`src/rtl/firebird7_in_gate1_data_mux_ctrl_pkg.sv`:
```
// -----------------------------------------------------------------------------
// firebird7_in_gate1_data_mux_ctrl_pkg
//
// Shared definitions for the gate1 functional/IJTAG data mux controller:
//   - mux_state_e    : ownership FSM state encoding (5 states, 3 bits)
//   - DEF_GUARD_CYCLES / DEF_TIMEOUT_CYCLES : parameter defaults
//   - cnt_width()    : width of a counter that must hold 0..max_val (min 1)
// -----------------------------------------------------------------------------
package firebird7_in_gate1_data_mux_ctrl_pkg;

    localparam int DEF_GUARD_CYCLES   = 2;
    localparam int DEF_TIMEOUT_CYCLES = 1024;

    typedef enum logic [2:0] {
        ST_FUNC       = 3'd0,  // functional side owns the mux
        ST_HOLD       = 3'd1,  // functional side asked to quiesce
        ST_SETTLE_IN  = 3'd2,  // guard cycles before select rises
        ST_IJTAG      = 3'd3,  // IJTAG owns the mux, loads accepted
        ST_SETTLE_OUT = 3'd4   // guard cycles before hold is released
    } mux_state_e;

    // $clog2 returns 0 for max_val == 0; a counter still needs one bit.
    function automatic int cnt_width(input int max_val);
        int w;
        w = $clog2(max_val + 1);
        return (w < 1) ? 1 : w;
    endfunction

endpackage : firebird7_in_gate1_data_mux_ctrl_pkg

```
`src/rtl/firebird7_in_gate1_data_mux_ctrl_guard_cnt.sv`:
```
// -----------------------------------------------------------------------------
// firebird7_in_gate1_data_mux_ctrl_guard_cnt
//
// Loadable down-counter with a done flag, shared by the SETTLE_IN and
// SETTLE_OUT guard intervals. Load wins over decrement; the count saturates
// at zero so a held decrement never wraps.
//
// Ports:
//   clk_i       clock
//   rst_i       synchronous active-high reset (count -> 0)
//   load_i      load load_val_i this cycle
//   load_val_i  start value (guard length minus one)
//   dec_i       decrement while nonzero
//   done_o      count is zero
// -----------------------------------------------------------------------------
module firebird7_in_gate1_data_mux_ctrl_guard_cnt #(
    parameter int CNT_W = 1
) (
    input  logic             clk_i,
    input  logic             rst_i,
    input  logic             load_i,
    input  logic [CNT_W-1:0] load_val_i,
    input  logic             dec_i,
    output logic             done_o
);

    logic [CNT_W-1:0] cnt_q;
    logic [CNT_W-1:0] cnt_d;

    // NOTE: every signal written in always_comb gets a default first, so no
    // path leaves it unassigned and no latch is inferred.
    always_comb begin
        cnt_d = cnt_q;
        if (load_i) begin
            cnt_d = load_val_i;
        end else if (dec_i && (cnt_q != '0)) begin
            cnt_d = cnt_q - CNT_W'(1);
        end
    end

    // NOTE: sequential state uses non-blocking assignments so every register
    // samples the pre-edge values regardless of statement order.
    always_ff @(posedge clk_i) begin
        if (rst_i) begin
            cnt_q <= '0;
        end else begin
            cnt_q <= cnt_d;
        end
    end

    assign done_o = (cnt_q == '0);

endmodule : firebird7_in_gate1_data_mux_ctrl_guard_cnt

```
`src/rtl/firebird7_in_gate1_tessent_data_mux_ctrl.sv`:
```
// -----------------------------------------------------------------------------
// firebird7_in_gate1_tessent_data_mux_ctrl
//
// Sequences ownership of a WIDTH-bit functional/IJTAG data mux. The functional
// side is quiesced before select rises, guard cycles separate the handshake
// from every select change, and a shadow register drives the mux IJTAG data
// input. The shadow is seeded from the live functional value on takeover so
// the mux output does not move at the select edge.
//
// Optional feature (macro FIREBIRD7_DATA_MUX_CTRL_TIMEOUT_EN):
//   an idle counter in IJTAG forces a release after TIMEOUT_CYCLES cycles
//   without a load, sets a sticky timeout_flag, and blocks re-entry until
//   ijtag_sel_req has been seen low. Without the macro timeout_flag is 0.
//
// Ports:
//   ijtag_tck           clock
//   ijtag_reset         synchronous active-high reset
//   ijtag_sel_req       level request for IJTAG ownership
//   func_quiet          functional side idle acknowledge
//   functional_data_in  live functional value, seeds the shadow on takeover
//   ijtag_load          one-cycle pulse: load shadow (accepted in IJTAG only)
//   ijtag_load_data     new IJTAG value
//   func_hold_req       asks functional side to quiesce
//   ijtag_select        mux select
//   ijtag_data_out      shadow register, mux IJTAG data input
//   ijtag_grant         IJTAG owns the mux and loads are accepted
//   timeout_flag        sticky forced-release indicator
// -----------------------------------------------------------------------------
module firebird7_in_gate1_tessent_data_mux_ctrl
    import firebird7_in_gate1_data_mux_ctrl_pkg::*;
#(
    parameter int WIDTH          = 3,
    parameter int GUARD_CYCLES   = DEF_GUARD_CYCLES,
    parameter int TIMEOUT_CYCLES = DEF_TIMEOUT_CYCLES
) (
    input  logic             ijtag_tck,
    input  logic             ijtag_reset,
    input  logic             ijtag_sel_req,
    input  logic             func_quiet,
    input  logic [WIDTH-1:0] functional_data_in,
    input  logic             ijtag_load,
    input  logic [WIDTH-1:0] ijtag_load_data,
    output logic             func_hold_req,
    output logic             ijtag_select,
    output logic [WIDTH-1:0] ijtag_data_out,
    output logic             ijtag_grant,
    output logic             timeout_flag
);

    if (GUARD_CYCLES < 0) begin : g_bad_guard
        $error("GUARD_CYCLES must be >= 0");
    end
    if (TIMEOUT_CYCLES < 1) begin : g_bad_timeout
        $error("TIMEOUT_CYCLES must be >= 1");
    end

    localparam int               CNT_W      = cnt_width(GUARD_CYCLES);
    // Guard of 0 or 1 both leave the settle state after one cycle.
    localparam logic [CNT_W-1:0] GUARD_LOAD = (GUARD_CYCLES > 0) ? CNT_W'(GUARD_CYCLES - 1) : '0;

    mux_state_e       state_q;
    mux_state_e       state_d;
    logic             hold_q;
    logic             select_q;
    logic             grant_q;
    logic [WIDTH-1:0] shadow_q;

    logic             guard_load;
    logic             guard_dec;
    logic             guard_done;
    logic             timeout_hit;
    logic             reentry_block;

    // ------------------------------------------------------------------------
    // Guard interval counter
    // ------------------------------------------------------------------------
    assign guard_dec = (state_q == ST_SETTLE_IN) || (state_q == ST_SETTLE_OUT);

    firebird7_in_gate1_data_mux_ctrl_guard_cnt #(
        .CNT_W (CNT_W)
    ) u_guard_cnt (
        .clk_i      (ijtag_tck),
        .rst_i      (ijtag_reset),
        .load_i     (guard_load),
        .load_val_i (GUARD_LOAD),
        .dec_i      (guard_dec),
        .done_o     (guard_done)
    );

    // ------------------------------------------------------------------------
    // Ownership FSM: next state
    // ------------------------------------------------------------------------
    always_comb begin
        state_d    = state_q;
        guard_load = 1'b0;
        case (state_q)
            ST_FUNC: begin
                if (ijtag_sel_req && !reentry_block) begin
                    state_d = ST_HOLD;
                end
            end
            ST_HOLD: begin
                // A withdrawn request wins over a late quiet acknowledge.
                if (!ijtag_sel_req) begin
                    state_d = ST_FUNC;
                end else if (func_quiet) begin
                    state_d    = ST_SETTLE_IN;
                    guard_load = 1'b1;
                end
            end
            ST_SETTLE_IN: begin
                // Select has not risen yet, so a drop can go straight home.
                if (!ijtag_sel_req) begin
                    state_d = ST_FUNC;
                end else if (guard_done) begin
                    state_d = ST_IJTAG;
                end
            end
            ST_IJTAG: begin
                if (!ijtag_sel_req || timeout_hit) begin
                    state_d    = ST_SETTLE_OUT;
                    guard_load = 1'b1;
                end
            end
            ST_SETTLE_OUT: begin
                // Requests are ignored here; the release always completes.
                if (guard_done) begin
                    state_d = ST_FUNC;
                end
            end
            default: begin
                state_d = ST_FUNC;
            end
        endcase
    end

    // ------------------------------------------------------------------------
    // State, registered outputs and shadow register
    // ------------------------------------------------------------------------
    always_ff @(posedge ijtag_tck) begin
        if (ijtag_reset) begin
            state_q  <= ST_FUNC;
            hold_q   <= 1'b0;
            select_q <= 1'b0;
            grant_q  <= 1'b0;
            shadow_q <= '0;
        end else begin
            state_q  <= state_d;
            // Outputs are decoded from the next state so they change on the
            // same edge as the state they describe.
            hold_q   <= (state_d != ST_FUNC);
            select_q <= (state_d == ST_IJTAG);
            grant_q  <= (state_d == ST_IJTAG);
            if ((state_q == ST_HOLD) && (state_d == ST_SETTLE_IN)) begin
                shadow_q <= functional_data_in;
            end else if ((state_q == ST_IJTAG) && ijtag_load) begin
                shadow_q <= ijtag_load_data;
            end
        end
    end

    assign func_hold_req  = hold_q;
    assign ijtag_select   = select_q;
    assign ijtag_grant    = grant_q;
    assign ijtag_data_out = shadow_q;

    // ------------------------------------------------------------------------
    // Idle timeout
    // ------------------------------------------------------------------------
`ifdef FIREBIRD7_DATA_MUX_CTRL_TIMEOUT_EN
    localparam int               IDLE_W    = cnt_width(TIMEOUT_CYCLES - 1);
    localparam logic [IDLE_W-1:0] IDLE_LAST = IDLE_W'(TIMEOUT_CYCLES - 1);

    logic [IDLE_W-1:0] idle_q;
    logic              timeout_q;
    logic              rearm_q;   // set on forced release until sel_req seen low

    assign timeout_hit   = (state_q == ST_IJTAG) && !ijtag_load && (idle_q == IDLE_LAST);
    assign reentry_block = rearm_q;

    always_ff @(posedge ijtag_tck) begin
        if (ijtag_reset) begin
            idle_q    <= '0;
            timeout_q <= 1'b0;
            rearm_q   <= 1'b0;
        end else begin
            if ((state_q != ST_IJTAG) || ijtag_load) begin
                idle_q <= '0;
            end else if (!timeout_hit) begin
                idle_q <= idle_q + IDLE_W'(1);
            end
            if (timeout_hit) begin
                timeout_q <= 1'b1;
            end
            if (timeout_hit) begin
                rearm_q <= 1'b1;
            end else if (!ijtag_sel_req) begin
                rearm_q <= 1'b0;
            end
        end
    end

    assign timeout_flag = timeout_q;
`else
    assign timeout_hit   = 1'b0;
    assign reentry_block = 1'b0;
    assign timeout_flag  = 1'b0;
`endif

endmodule : firebird7_in_gate1_tessent_data_mux_ctrl

```
`config.mk`:
```
export PLATFORM = sky130hd
export DESIGN_NAME = firebird7_in_gate1_tessent_data_mux_ctrl
export DESIGN_NICKNAME = d
export VERILOG_FILES = /design/src/rtl/firebird7_in_gate1_data_mux_ctrl_pkg.sv /design/src/rtl/firebird7_in_gate1_data_mux_ctrl_guard_cnt.sv /design/src/rtl/firebird7_in_gate1_tessent_data_mux_ctrl.sv
export SDC_FILE = /design/constraint.sdc
export NUM_CORES = 1
export LEC_CHECK = 0
export ABC_AREA = 1
export CELL_PAD_IN_SITES_DETAIL_PLACEMENT = 0
export CELL_PAD_IN_SITES_GLOBAL_PLACEMENT = 2
export CORE_AREA = 2 2 54 56
export DETAILED_ROUTE_END_ITERATION = 10
export DIE_AREA = 0 0 56 58
export PLACE_DENSITY = 0.73
export SYNTH_ARGS = -nofsm -noshare
export SYNTH_HDL_FRONTEND = slang
export SYNTH_SLANG_ARGS = --single-unit
```
`constraint.sdc`:
```
create_clock -name ijtag_tck -period 1.3 [get_ports ijtag_tck]
set_input_delay 0.325 -clock ijtag_tck [delete_from_list [all_inputs] [get_ports ijtag_tck]]
set_output_delay 0.325 -clock ijtag_tck [all_outputs]
set_load 0.005 [all_outputs]
```
# --- Yosys cells after proc, flatten, opt, wreduce, memory -nomap -nowiden ---
# Cells that the tools add are included.
classes:
  n_addsub: 1
  reduce_logical: 11
  n_eq_ne: 6
  n_mux: 16
op_table:
  columns: ["cell", "n"]
  rows:
  - ["two-way mux 3 bit", 9]
  - ["one-hot mux 3 bit (5 select lines)", 1]
  - ["== test 3 x 2 -> 1 bit, second input constant", 4]
  - ["nonzero test 2 bit", 3]
  - ["two-way mux 1 bit", 5]
  - ["== test 3 x 1 -> 1 bit, second input constant", 1]
  - ["== test 3 bit, second input constant", 1]
  - ["logical AND 1 bit", 3]
  - ["logical NOT 3 bit", 1]
  - ["nonzero test 3 bit", 1]
  - ["logical NOT 2 bit", 1]
  - ["one-hot mux 1 bit (2 select lines)", 1]
  - ["OR reduction 2 bit", 1]
  - ["subtractor 2 x 1 -> 2 bit, second input constant", 1]
  - ["logical OR 1 bit", 1]
word_totals:
  out_inout_bits: 7
  regBits: 10
  wordCells: 40
  inputBits: 11

# --- Logic depth before layout (Yosys ltp) ---
# Gate-level depths: netlist of run 1.
depth:
  word_depth: 7
  mapped_depth: 8
  ltp_nobuf: 8

# --- Modules after synthesis ---
# From an unflattened synthesis of run 1, not the netlist that was laid out.
unflattened:
  cells_unflattened: 90
  area_unflattened_um2: 595.6
by_module_without_submodules:
  columns: ["mod", "n_inst", "cells_per_inst", "area_per_inst_um2"]
  rows:
  - ["firebird7_in_gate1_tessent_data_mux_ctrl", 1, 65, 455.4]
  - ["firebird7_in_gate1_data_mux_ctrl_guard_cnt", 1, 25, 140.1]

# --- Worst setup path after synthesis of run 1 ---
# OpenSTA, ideal clock, no wires.
synth_timing:
  path_type: "register to register"
  from: "reg u_guard_cnt.cnt_q[0]"
  to: "reg u_guard_cnt.cnt_q[0]"
  t_arrival_ns: 0.923
  period_less_slack_ns: 1.031
  setup_slack_ns: 0.269
  path_buffers: 0
  path_stages_with_launch: 9
  setup_time_ns: 0.109
  path_cell_list: "dfxtp_1 -> inv_1 -> ha_1 -> inv_1 -> nand3_2 -> nand2_1 -> nand3_1 -> nand2_1 -> inv_1"
synth_via:
  elab_chain_len: 3
  elab_cells_between_ends: 6
  classes_between: "add/sub (1); mux (2); reduce/logical (3)"
synth_lines:
  columns: ["item", "line", "text"]
  rows:
  - ["start: declaration", "firebird7_in_gate1_data_mux_ctrl_guard_cnt.sv:27", "logic [CNT_W-1:0] cnt_q;"]
  - ["start signal: assignment", "firebird7_in_gate1_data_mux_ctrl_guard_cnt.sv:47", "cnt_q <= cnt_d;"]
  - ["subtractor 2 x 1 -> 2 bit or nonzero test 2 bit (tied branches)", "firebird7_in_gate1_data_mux_ctrl_guard_cnt.sv:37, firebird7_in_gate1_data_mux_ctrl_guard_cnt.sv:36", null]
  - ["two-way mux 1 bit or logical AND 1 bit (tied branches)", "firebird7_in_gate1_data_mux_ctrl_guard_cnt.sv:36", "end else if (dec_i && (cnt_q != '0)) begin"]
  - ["two-way mux 1 bit or nonzero test 2 bit (tied branches)", null, null]
# Parallel ways exist; a longest one is shown, timed or not. The select of a mux whose other input is x is not followed.
# A chain may end at the register's enable or synchronous reset.

# --- Worst setup path after layout of run 1 ---
layout_timing:
  from: "in ijtag_sel_req"
  to: "reg shadow_q[1] (netlist: ijtag_data_out[1])"
layout_via:
  elab_chain_len: 5
  elab_cells_between_ends: 9
  classes_between: "eq/ne (1); mux (6); reduce/logical (2)"
layout_lines:
  columns: ["item", "line", "text"]
  rows:
  - ["start: declaration", "firebird7_in_gate1_tessent_data_mux_ctrl.sv:38", "input logic ijtag_sel_req,"]
  - ["two-way mux 3 bit (on tied branches)", null, null]
  - ["one-hot mux 3 bit (5 select lines) (*)", "firebird7_in_gate1_tessent_data_mux_ctrl.sv:96", "case (state_q)"]
  - ["== test 3 x 2 -> 1 bit (*)", "firebird7_in_gate1_tessent_data_mux_ctrl.sv:154", "if ((state_q == ST_HOLD) && (state_d == ST_SETTLE_IN)) begin"]
  - ["logical AND 1 bit (*)", "firebird7_in_gate1_tessent_data_mux_ctrl.sv:154", null]
  - ["two-way mux 3 bit or nonzero test 2 bit (tied branches)", null, null]
  - ["end signal: assignment", "firebird7_in_gate1_tessent_data_mux_ctrl.sv:155", "shadow_q <= functional_data_in;"]
  - ["end signal: assignment", "firebird7_in_gate1_tessent_data_mux_ctrl.sv:157", "shadow_q <= ijtag_load_data;"]
  - ["end: declaration", "firebird7_in_gate1_tessent_data_mux_ctrl.sv:66", "logic [WIDTH-1:0] shadow_q;"]
# Every way passes the cells marked *; elsewhere a longest branch is shown, timed or not.

==> results.py, run 1 <==
metrics = {
    "status": {
        "status": "completed",
    },
    "floorplanning": {
        "dieArea_um2": 3250,
        "row_count": 19,
        "core-area_um2": 2660,
        "start_util_pct": 21.0,
        "io-pin-count": 18,
        "die_w_um": 56,
        "die_h_um": 58,
    },
    "setup_path": {
        "path_class": "in2reg",
        "reg2reg_slack_ns": 0.11,
        "rr_worst_depth": 6,
        "end_kind": "register",
        "cp.arrival_ns": 1.40,
        "critPathMaxFanout": 7,
        "cp-start-kind": "input pin",
        "required_ns": 1.49,
    },
    "timing": {
        "setup_tns_ns": 0,
        "period_needed_ns": 1.21,
        "fin_worst_skew_ns": 0.000857,
        "finalSetupViolCount": 0,
        "rsz0062_at_grt": "no",
        "slew_violations": 0,
        "finalCritPeriodShare_pct": 93.0,
        "fmaxAchievable_mhz": 827,
        "hold_viol": 0,
        "hold-worst-slack_ns": 0.461,
    },
    "global_routing": {
        "antenna_found_initial": 0,
        "grt_max_degree": 8,
        "grt_pass1_wl_um": 1920,
        "track_usage_pct": 7.56,
        "grt_pass1_vias": 496,
        "grt_overflow": 0,
    },
    "min_path": {
        "min_path_type": "reg2reg",
        "whs_path_depth": 2,
    },
    "logic_synthesis": {
        "ys_warn_count": 0,
        "syn_nets": 96,
        "syn-cell-area_um2": 559,
        "synthCells": 84,
        "syn_avg_cell_area_um2": 6.66,
        "seq_area_frac_synth_pct": 35.8,
        "ys_ff_latch": 10,
        "netlist_top_cells_area": "dfxtp_1 (36%), nand2_1 (15%), inv_1 (10%)",
        "yosysTopAreaCell": "dfxtp_1",
        "synthDistinctLibCells": 17,
        "synth_top_area_share_pct": 35.8,
    },
    "final_layout": {
        "final_cell_mix": "nand2_1 (23), inv_1 (15), dfxtp_1 (10), clkdlybuf4s50_1 (10), nor2_1 (7)",
        "layout_commonest_cell": "nand2_1",
        "design_area_um2": 788,
        "nets": 119,
        "num-fill-cells": 293,
        "drive_gt1_share_pct": 16.2,
        "diodes": 0,
        "syn_to_final_growth_pct": 40.9,
    },
    "route": {
        "wl_met3_um": 86,
        "vias_per_cell": 4.08,
        "wl_per_cell_um": 8.42,
        "drtAntennaViolNets": 0,
        "route.detailed.drc": 0,
        "top_layer": "met3",
        "detail_route.first_pass.iterations": 4,
        "vias": 555,
        "wl_um": 1150,
        "wl_met1_um": 502,
        "wl_met2_um": 556,
        "drtIter0Drc": 9,
    },
    "placed_design": {
        "dpl.hpwl_um": 945,
        "placed_area_um2": 773,
        "place_congestion": 0.799,
        "io_buffers": 16,
    },
    "clock_network": {
        "root_buffer": "clkbuf_4",
        "cts_tree": "yes",
        "clk_path_buf_depth": 2,
        "insertion_delay_ns": 0.26,
        "cts_max_level": 1,
        "hold_buffers": 0,
        "clk_pin_slew_ns": 0.06,
        "cts_buffers": 3,
        "cts_sinks": 10,
    },
    "pwr": {
        "leakagePower_nw": 0.377,
        "p_total_uw": 631,
        "p_per_area_nw_per_um2": 800,
        "ir_worst_vdd_uv": 374,
    },
    "run": {
        "maxCapViolCount": 0,
    },
}
-- metrics by stage --
step / utilization [%] / std cells / setup WS [ns]
2_1_floorplan: - / 84 / 0.269
3_3_place_gp: 29.0 / 133 / -0.225
3_5_place_dp: 29.0 / 133 / -0.238
4_1_cts: 29.6 / 136 / 0.0375
5_1_grt: 29.6 / 136 / 0.0210
6_report: 29.6 / 136 / 0.0909
-- state kept, by name (all words and copies together) (netlist names) --
register / flops
func_hold_req: 1
state_q: 3
ijtag_grant: 1
u_guard_cnt.cnt_q: 2
ijtag_data_out: 3
-- report_power, final --
part           switching (mW)  total (mW)  internal, mW
Clock                   0.100       0.207         0.107
Sequential            0.00871       0.325         0.316
Combinational          0.0434      0.0989        0.0555
Total                   0.152       0.631         0.479
-- cell type report --
type / instances / area [um2] / share of cell area (%)
Timing Repair Buffer: 20 / 183 / 23.2
Clock buffer: 3 / 22.5 / 2.86
Tap cell: 31 / 38.8 / 4.92
Multi-Input combinational cell: 54 / 277 / 35.1
Sequential cell: 10 / 200 / 25.4
Inverter: 18 / 67.6 / 8.57
-- synthesized netlist by cell type --
master	instances
a21oi_1	4
buf_4	2
o211ai_1	1
inv_1	15
nand2_1	23
inv_2	3
nor2_1	7
nor2_4	2
nand3_2	3
nand4_1	4
conb_1	1
nor2_2	2
ha_1	1
o21ai_0	3
nand3_1	2
dfxtp_1	10
o21ai_1	1
-- cell families (layout without fill, tap and decap cells) --
kind of cell	count (synthesis)	count (layout)	synth area share (%)
AOI/OAI and AO/OA	9	9	8.50
adders and majority gates	1	1	2.24
buffers and inverters	20	41	14.8
DFF	10	10	35.8
other	1	1	0.670
and+or+nand+nor	43	43	38.0
-- metal layers --
metal	global-route usage, %	vias to the layer above
li1	-	300
met1	8.49	238
met2	12.9	17
met3	4.24	0
met4	1.02	0
met5	0	-
-- final timing paths --
| kind | start | end |
|---|---|---|
| min reg2reg | ijtag_data_out[2]$_SDFFE_PP0P_ | ijtag_data_out[2]$_SDFFE_PP0P_ |
| max | ijtag_sel_req | ijtag_data_out[1]$_SDFFE_PP0P_ |
| min | ijtag_data_out[2]$_SDFFE_PP0P_ | ijtag_data_out[2]$_SDFFE_PP0P_ |
| max reg2reg | state_q[0]$_SDFF_PP0_ | ijtag_data_out[1]$_SDFFE_PP0P_ |
-- repair_timing --
| action | in CTS | in global routing |
|---|---|---|
| pin swaps | 0 | 1 |
| resized for setup | 6 | 0 |
| endpoints found under the setup margin | 6 | 2 |
| setup buffers | 0 | 0 |
-- worst max-delay path: stages --
cell and delay [ns]:
clkdlybuf4s50_1 0.50, nand2_1 0.09, nor2_4 0.18, inv_2 0.06
nand2_1 0.06, nand2_1 0.06, a21oi_1 0.12
No activity file was read; power rests on OpenSTA's default activity.
==> run 2: changes to the inputs <==
- CTS_CLUSTER_SIZE: default -> 10
- HOLD_SLACK_MARGIN: default -> 0.05
==> results of run 2 <==
Same layout as run 1: the final DEF is identical, and so are final timing and power.
==> run 3: changes to the inputs <==
- SETUP_SLACK_MARGIN: default -> 0.1
==> results.py, run 3 (same netlist as run 1, synthesis figures left out) <==
metrics = {
    "setup_path": {
        "end_kind": "register",
        "required_ns": 1.45,
        "worstPathCellList": "inv_2, nand3_2, nor2_4, buf_4, a21oi_1, nor2_1",
        "path_class": "reg2reg",
        "max_stage_delay_ns": 0.44,
        "worst_path_max_delay_cell": "dfxtp_1",
        "cp.arrival_ns": 1.31,
        "cp-start-kind": "register",
        "critPathMaxFanout": 7,
    },
    "global_routing": {
        "antenna_found_initial": 0,
        "grt_overflow": 0,
        "grt_max_degree": 8,
        "grt_pass1_wl_um": 1920,
        "track_usage_pct": 7.56,
        "grt_pass1_vias": 496,
    },
    "floorplanning": {
        "row_count": 19,
        "core-area_um2": 2660,
        "io-pin-count": 18,
        "dieArea_um2": 3250,
        "start_util_pct": 21.0,
        "die_w_um": 56,
        "die_h_um": 58,
    },
    "pwr": {
        "seq_power_share_pct": 51.3,
        "comb_power_share_pct": 16.1,
        "p_total_uw": 635,
        "swShare_pct": 24.4,
        "p_per_area_nw_per_um2": 783,
        "p_int_uw": 480,
        "clkPwrFrac_pct": 32.7,
        "ir_worst_vdd_uv": 362,
        "switching_power_uw": 155,
        "leakagePower_nw": 0.388,
    },
    "route": {
        "route.detailed.drc": 0,
        "drtIter0Drc": 7,
        "detail_route.first_pass.iterations": 4,
        "wl_per_cell_um": 8.36,
        "vias_per_cell": 4.04,
        "drtAntennaViolNets": 0,
        "wl_um": 1150,
        "vias": 554,
    },
    "clock_network": {
        "cts_buffers": 3,
        "cts_max_level": 1,
        "clk_path_buf_depth": 2,
        "root_buffer": "clkbuf_4",
        "cts_tree": "yes",
        "insertion_delay_ns": 0.26,
        "cts_sinks": 10,
        "clk_pin_slew_ns": 0.06,
        "hold_buffers": 0,
    },
    "status": {
        "status": "completed",
    },
    "timing": {
        "rsz0062_at_grt": "yes",
        "fin_worst_skew_ns": 0.000407,
        "slew_violations": 0,
        "period_needed_ns": 1.16,
        "fin_ws_ns": 0.142,
        "finalCritPeriodShare_pct": 89.1,
        "fmaxAchievable_mhz": 863,
        "hold_viol": 0,
        "finalSetupViolCount": 0,
        "setup_tns_ns": 0,
    },
    "placed_design": {
        "io_buffers": 16,
        "dp.cells": 133,
        "dpl.hpwl_um": 945,
        "placed_area_um2": 773,
        "dp_slack_ns": -0.238,
        "place_congestion": 0.799,
    },
    "final_layout": {
        "seqCellArea_um2": 203,
        "diodes": 0,
        "stdcell_count": 137,
        "num-fill-cells": 297,
        "final_cell_mix": "nand2_1 (22), inv_1 (14), dfxtp_1 (8), clkdlybuf4s50_1 (8), nor2_1 (7)",
        "multiInputGateArea_um2": 287,
        "layout_commonest_cell": "nand2_1",
        "syn_to_final_growth_pct": 45.0,
        "design_area_um2": 811,
        "drive_gt1_share_pct": 22.6,
        "nets": 120,
    },
    "run": {
        "maxCapViolCount": 0,
    },
    "min_path": {
        "min_path_type": "reg2reg",
    },
}
## run 3: critical path, delay by kind of cell, from the launching register on
family / cells / cell delay [ns]
buffers and inverters: 2 / 0.21
AOI/OAI and AO/OA: 1 / 0.17
and+or+nand+nor: 3 / 0.22
DFF: 1 / 0.44
## run 3: final timing paths
check	cells after the start	end	slack, ns	start
setup / recovery	6	ijtag_grant$_SDFF_PP0_	0.14	state_q[1]$_SDFF_PP0_
hold / removal	2	ijtag_data_out[2]$_SDFFE_PP0P_	0.46	ijtag_data_out[2]$_SDFFE_PP0P_
setup reg to reg	6	ijtag_grant$_SDFF_PP0_	0.14	state_q[1]$_SDFF_PP0_
hold reg to reg	2	ijtag_data_out[2]$_SDFFE_PP0P_	0.46	ijtag_data_out[2]$_SDFFE_PP0P_
## run 3: area by class of cell
cell class	count	area share (%)
sequential	10	25.0
clock buffer	3	2.78
inverter	18	8.33
multi-input combinational	54	35.3
timing repair buffer	21	23.8
tap	31	4.78
## run 3: timing repair
action,in CTS,in global routing
pin swaps,1,1
resized for setup,9,7
setup endpoints to repair,9,8
setup buffers,0,1
endpoints found under the hold margin,0,0
## run 3: metal layers
metal,vias up,GRT usage (%),wire (um)
met1,236,8.49,505
met3,0,4.24,84
li1,303,-,-
met4,0,1.02,0
met5,-,0,0
met2,15,12.9,556
## run 3: power by group through the flow
stage / registers, mW / logic (mW) / clock network, mW
2_1_floorplan: 0.331 / 0.0438 / 0
3_3_place_gp: 0.332 / 0.105 / 0
3_5_place_dp: 0.332 / 0.104 / 0
4_1_cts: 0.326 / 0.0999 / 0.220
5_1_grt: 0.327 / 0.113 / 0.243
6_report: 0.326 / 0.102 / 0.207
## run 3: through the flow
step                      util (%)  hold WS [ns]
final                         30.5         0.463
after global routing          30.5         0.478
after CTS                     29.7         0.462
after detailed placement      29.0         0.452
after global placement        29.0         0.456
after floorplan                  -         0.394
